==> config.mk <==
export PLATFORM = sky130hd
export DESIGN_NAME = fusion_mac_seq
export DESIGN_NICKNAME = d
export VERILOG_FILES = /design/src/rtl/fusion_mac_seq.sv
export SDC_FILE = /design/constraint.sdc
export NUM_CORES = 1
export LEC_CHECK = 0
export BUFFER_PORTS_ARGS = -buffer_cell sky130_fd_sc_hd__buf_2
export CORE_UTILIZATION = 38
export DETAILED_ROUTE_END_ITERATION = 16
export GPL_TIMING_DRIVEN = 0
export PLACE_DENSITY = 0.74
export SYNTH_ARGS = -nofsm -noshare
export SYNTH_HDL_FRONTEND = slang
export SYNTH_SLANG_ARGS = --single-unit
==> constraint.sdc <==
create_clock -name clk -period 5.4 [get_ports clk]
set_input_delay 1.62 -clock clk [delete_from_list [all_inputs] [get_ports clk]]
set_output_delay 1.62 -clock clk [all_outputs]
set_load 0.02 [all_outputs]
==> src/rtl/fusion_mac_seq.sv <==
// Job sequencer for one fusion_unit: latches the precision config and bias,
// streams operand beats through the unit's psum path and returns the final sum.
module fusion_mac_seq #(
  parameter int CNT_W = 16
) (
  input  logic             clk,
  input  logic             rst,
  input  logic             start,
  input  logic [3:0]       cfg_in_width,
  input  logic [3:0]       cfg_weight_width,
  input  logic             cfg_s_in,
  input  logic             cfg_s_weight,
  input  logic [CNT_W-1:0] cfg_len,
  input  logic [31:0]      cfg_bias,
  output logic             busy,
  input  logic             op_valid,
  output logic             op_ready,
  input  logic [7:0]       op_in,
  input  logic [7:0]       op_weight,
  output logic [7:0]       fu_in,
  output logic [7:0]       fu_weight,
  output logic [31:0]      fu_psum_in,
  output logic [3:0]       fu_in_width,
  output logic [3:0]       fu_weight_width,
  output logic             fu_s_in,
  output logic             fu_s_weight,
  input  logic [31:0]      fu_psum_fwd,
  output logic             res_valid,
  input  logic             res_ready,
  output logic [31:0]      res_data,
  output logic             cfg_err
);

  typedef enum logic [1:0] {
    IDLE,
    RUN,
    DONE
  } state_t;

  state_t           state;
  logic [31:0]      acc;
  logic [CNT_W-1:0] count;
  logic [CNT_W-1:0] len_q;
  logic [3:0]       in_w_q;
  logic [3:0]       wt_w_q;
  logic             s_in_q;
  logic             s_wt_q;
  logic             accept;
  logic             last_beat;
  logic             cfg_bad;

  function automatic logic width_ok(input logic [3:0] w);
    return (w == 4'd2) || (w == 4'd4) || (w == 4'd8);
  endfunction

  // op_ready is a register that mirrors state==RUN, so it never depends on op_valid
  assign accept    = op_ready & op_valid;
  assign last_beat = (count == (len_q - CNT_W'(1)));
  assign cfg_bad   = !width_ok(cfg_in_width) || !width_ok(cfg_weight_width);

  assign fu_psum_in      = acc;
  assign fu_in_width     = in_w_q;
  assign fu_weight_width = wt_w_q;
  assign fu_s_in         = s_in_q;
  assign fu_s_weight     = s_wt_q;

  always_comb begin
    fu_in     = '0;
    fu_weight = '0;
    if (accept) begin
      fu_in     = op_in;
      fu_weight = op_weight;
    end
  end

  always_ff @(posedge clk) begin
    if (rst) begin
      state     <= IDLE;
      acc       <= '0;
      count     <= '0;
      len_q     <= '0;
      in_w_q    <= '0;
      wt_w_q    <= '0;
      s_in_q    <= 1'b0;
      s_wt_q    <= 1'b0;
      busy      <= 1'b0;
      op_ready  <= 1'b0;
      res_valid <= 1'b0;
      res_data  <= '0;
      cfg_err   <= 1'b0;
    end else begin
      case (state)
        IDLE: begin
          if (start) begin
            in_w_q  <= cfg_in_width;
            wt_w_q  <= cfg_weight_width;
            s_in_q  <= cfg_s_in;
            s_wt_q  <= cfg_s_weight;
            len_q   <= cfg_len;
            count   <= '0;
            busy    <= 1'b1;
            cfg_err <= 1'b0;
            if (cfg_bad) begin
              cfg_err   <= 1'b1;
              acc       <= '0;
              res_data  <= '0;
              res_valid <= 1'b1;
              state     <= DONE;
            end else if (cfg_len == '0) begin
              acc       <= cfg_bias;
              res_data  <= cfg_bias;
              res_valid <= 1'b1;
              state     <= DONE;
            end else begin
              acc      <= cfg_bias;
              op_ready <= 1'b1;
              state    <= RUN;
            end
          end
        end
        RUN: begin
          if (accept) begin
            acc   <= fu_psum_fwd;
            count <= count + CNT_W'(1);
            if (last_beat) begin
              op_ready  <= 1'b0;
              res_valid <= 1'b1;
              res_data  <= fu_psum_fwd;
              state     <= DONE;
            end
          end
        end
        DONE: begin
          if (res_ready) begin
            res_valid <= 1'b0;
            busy      <= 1'b0;
            state     <= IDLE;
          end
        end
        default: state <= IDLE;
      endcase
    end
  end

endmodule
==> run metrics <==
status=complete, no violations; total cell area at the placement stage=6620 sq um; PD cells=334 nW/um^2; remaining antenna violation count=0; setup repair after global routing missed its margin=no; class of the tightest hold or removal check=register to register; Final Max Slew Viols=0; category of cells accounting for the largest share of critical-path delay=buffers and inverters; Synthesis Warnings=0; routed wirelength normalized by instance count=15.3 um; Post-Synthesis Mean Instance Area=8.08 sq um; Remaining Overflow, GRT=0; Post-Route M1 WL=7400 um; cell-by-cell trace of the critical path=buf_2, clkbuf_1, and3_1, buf_2; detailed router's first-iteration violation count=429; end-of-flow core utilization=50.0%; post-route setup TNS=0 ns; buffering stage count on the worst path with inverters included=3; number of synthesized register bits=112; Worst slew margin=21.7%; final setup skew=0.00526 ns; R2R cell count=8; top post-synthesis cells by area=sky130_fd_sc_hd__dfxtp_1 (42%), sky130_fd_sc_hd__a211oi_1 (9.8%), sky130_fd_sc_hd__a21oi_1 (9.5%); buffer cell driving the clock tree root=sky130_fd_sc_hd__clkbuf_16; cell type with the largest total area after synthesis=sky130_fd_sc_hd__dfxtp_1; met2 wire len=7630 um; buffer levels on the longest clock path=2; transition time of the tightest slew-check pin=1.17 ns; # setup viols final=0; layout overhead on the synthesized area=28.6%; final critical-path setup slack=1.37 ns; post-DR vias/cell=5.37; highest routed metal layer=met4; Leakage Power=3.11 nW; setup slack after placement=1.20 ns; Global Route Usage Sum=21.9%; number of max-cap violations=0; Critical Path Slowest Stage Cell=sky130_fd_sc_hd__clkbuf_1; Most used DFF post-synth=sky130_fd_sc_hd__dfxtp_1; I/O Buffers=203; critical path launch point type=primary input; Final min period=4.03 ns; Synth Cell Area=5370 sq um; post-synthesis cell count=665; DIE HEIGHT=121 um; Final Cycle Share=74.6%; CP peak stage delay=0.26 ns; launching element of the worst setup path=op_valid; final-stage net count=995; startpoint of the lowest-slack hold path=fu_s_weight; routed length on met3=911 um; number of stages on the worst hold path=2; cell count along the critical path=4; largest net degree at the start of global routing=22; f_max=248 MHz; placed wire-length estimate after detailed placement=12500 um; number of hold violations in the final report=0; Routed WL=16200 um; post-CTS resize count=0; Die Outline Area=14600 sq um; Setup Buffers After CTS=0; data arrival time at the worst-slack endpoint=2.41 ns; n_diodes=0; number of global-route vias before repair=4875; clock tree from TritonCTS=yes; vias after detailed routing=5710; critical-path maximum fanout=10; Die X-Extent=121 um; Boundary Pins=205; cts hold-fix bufs=0; number of distinct library cells after synthesis=45; Inserted Clock Buffers=9; maximum VDD drop=0.193 mV; nets in the synthesized netlist=781; first-pass iteration count of the detailed router=5; starting density of the core=38.9%; share of final-layout standard cells stronger than drive strength 1=26.4%; FF-to-FF Start=state[1]; post-synthesis sequential area ratio=41.7%; Critical Setup Path Class=primary input to primary output; FFs w/ async S/R, synth=0%; clock net sink count=112; H-tree level count=3; initial antenna violation count=0; global-route wire length before repair=25100 um; area share of the leading cell type in the synthesized netlist=41.7%; final design area excluding fillers=6910 sq um; kind of end point of the critical path=primary output; data required time of the critical path=3.78 ns; DRC violation count after routing=0; most frequent cell on the critical path=sky130_fd_sc_hd__buf_2; clock-pin slew on the worst setup and hold paths=0.07 ns; Post-synth EDFFs=0; Std-Cell Core Area=13800 sq um; weighted congestion at the end of routability-driven global placement=0.845; number of placement rows=43; latest clock arrival within the worst-skew pair=0.36 ns
kinds of logic (layout without fill, tap and decap cells):
family,Yosys count,count (layout),synth area share [%]
compound gates,196,196,22.6
xor+xnor,31,31,5.05
fa+ha+maj,5,5,1.16
buf+inv,66,285,5.56
flops,112,112,41.7
mux,3,3,0.559
simple gates,252,252,23.4
path summary, 6_finish.rpt:
check                   endpoint  slack, ns
setup / recovery    fu_weight[4]       1.37
hold / removal       fu_s_weight       0.46
setup reg to reg  fu_psum_in[29]       2.10
hold reg to reg      fu_s_weight       0.46
flip-flops by register name, summed over array words and instances (netlist names):
signal and cells:
fu_in_width 4, count 16, res_valid 1, op_ready 1
fu_psum_in 32, busy 1, state 2, cfg_err 1
fu_s_in 1, fu_s_weight 1, fu_weight_width 4, res_data 32
len_q 16
power by group:
group | total, mW | internal (mW) | switching (mW)
Sequential | 0.979 | 0.922 | 0.0570
Clock | 0.661 | 0.327 | 0.334
Combinational | 0.671 | 0.243 | 0.427
Total | 2.31 | 1.49 | 0.818
cell usage in the layout (no fill, tap or decap), drive strengths merged, types with 2 or more instances in the layout:
master  instances
mux2i           3
nand2          72
and2            4
clkinv          2
o211ai          2
a21oi         102
nor3            8
nand4          16
ha              5
a21o            2
inv            13
dfxtp         112
a211o           2
and4            3
o21ai           9
nor4            9
xnor2          13
nor2b           3
and3           52
nand3          11
nand4b          3
nor2           64
a211oi         70
buf           217
or3             3
clkbuf         53
a311oi          2
xor2           18
cells in the mapped netlist (all sizes together), types with 2 or more instances:
cell	n
a211o	2
a211oi	70
a21o	2
a21oi	102
a311oi	2
and2	4
and3	52
and4	3
buf	14
clkbuf	44
dfxtp	112
ha	5
inv	8
mux2i	3
nand2	72
nand3	11
nand4	16
nand4b	3
nor2	64
nor2b	3
nor3	8
nor4	9
o211ai	2
o21ai	9
or3	3
xnor2	13
xor2	18
per-layer routing:
layer / up-vias / track usage, %
met4: 0 / 7.02
li1: 2827 / -
met5: - / 0
met1: 2663 / 28.7
met3: 25 / 4.14
met2: 195 / 36.0
worst register-to-register path: stages, from the launching register on:
cell	delay, ns
sky130_fd_sc_hd__dfxtp_1	0.34
sky130_fd_sc_hd__inv_1	0.09
sky130_fd_sc_hd__ha_1	0.14
sky130_fd_sc_hd__clkbuf_1	0.40
sky130_fd_sc_hd__nor2_1	0.12
sky130_fd_sc_hd__a211oi_1	0.93
sky130_fd_sc_hd__clkbuf_1	0.49
sky130_fd_sc_hd__buf_1	0.51
sky130_fd_sc_hd__a211oi_1	0.16
per-stage QoR:
stage,instances,hold WS [ns],power (mW)
finish,1064,0.457,2.31
global route,1064,0.474,2.43
CTS,1064,0.460,2.32
detailed placement,1048,0.448,1.66
global placement,1048,0.441,1.65
floorplan,665,0.448,1.43
cell type report:
| type | instances | area (sq um) |
|---|---|---|
| Multi-Input combinational cell | 487 | 2840 |
| Timing Repair Buffer | 203 | 1020 |
| Clock inverter | 7 | 66.3 |
| Inverter | 8 | 30.0 |
| Fill cell | 1346 | 6910 |
| Tap cell | 180 | 225 |
| Sequential cell | 112 | 2240 |
| Buffer | 58 | 269 |
| Clock buffer | 9 | 225 |
No activity file was read; power rests on OpenSTA's default activity.
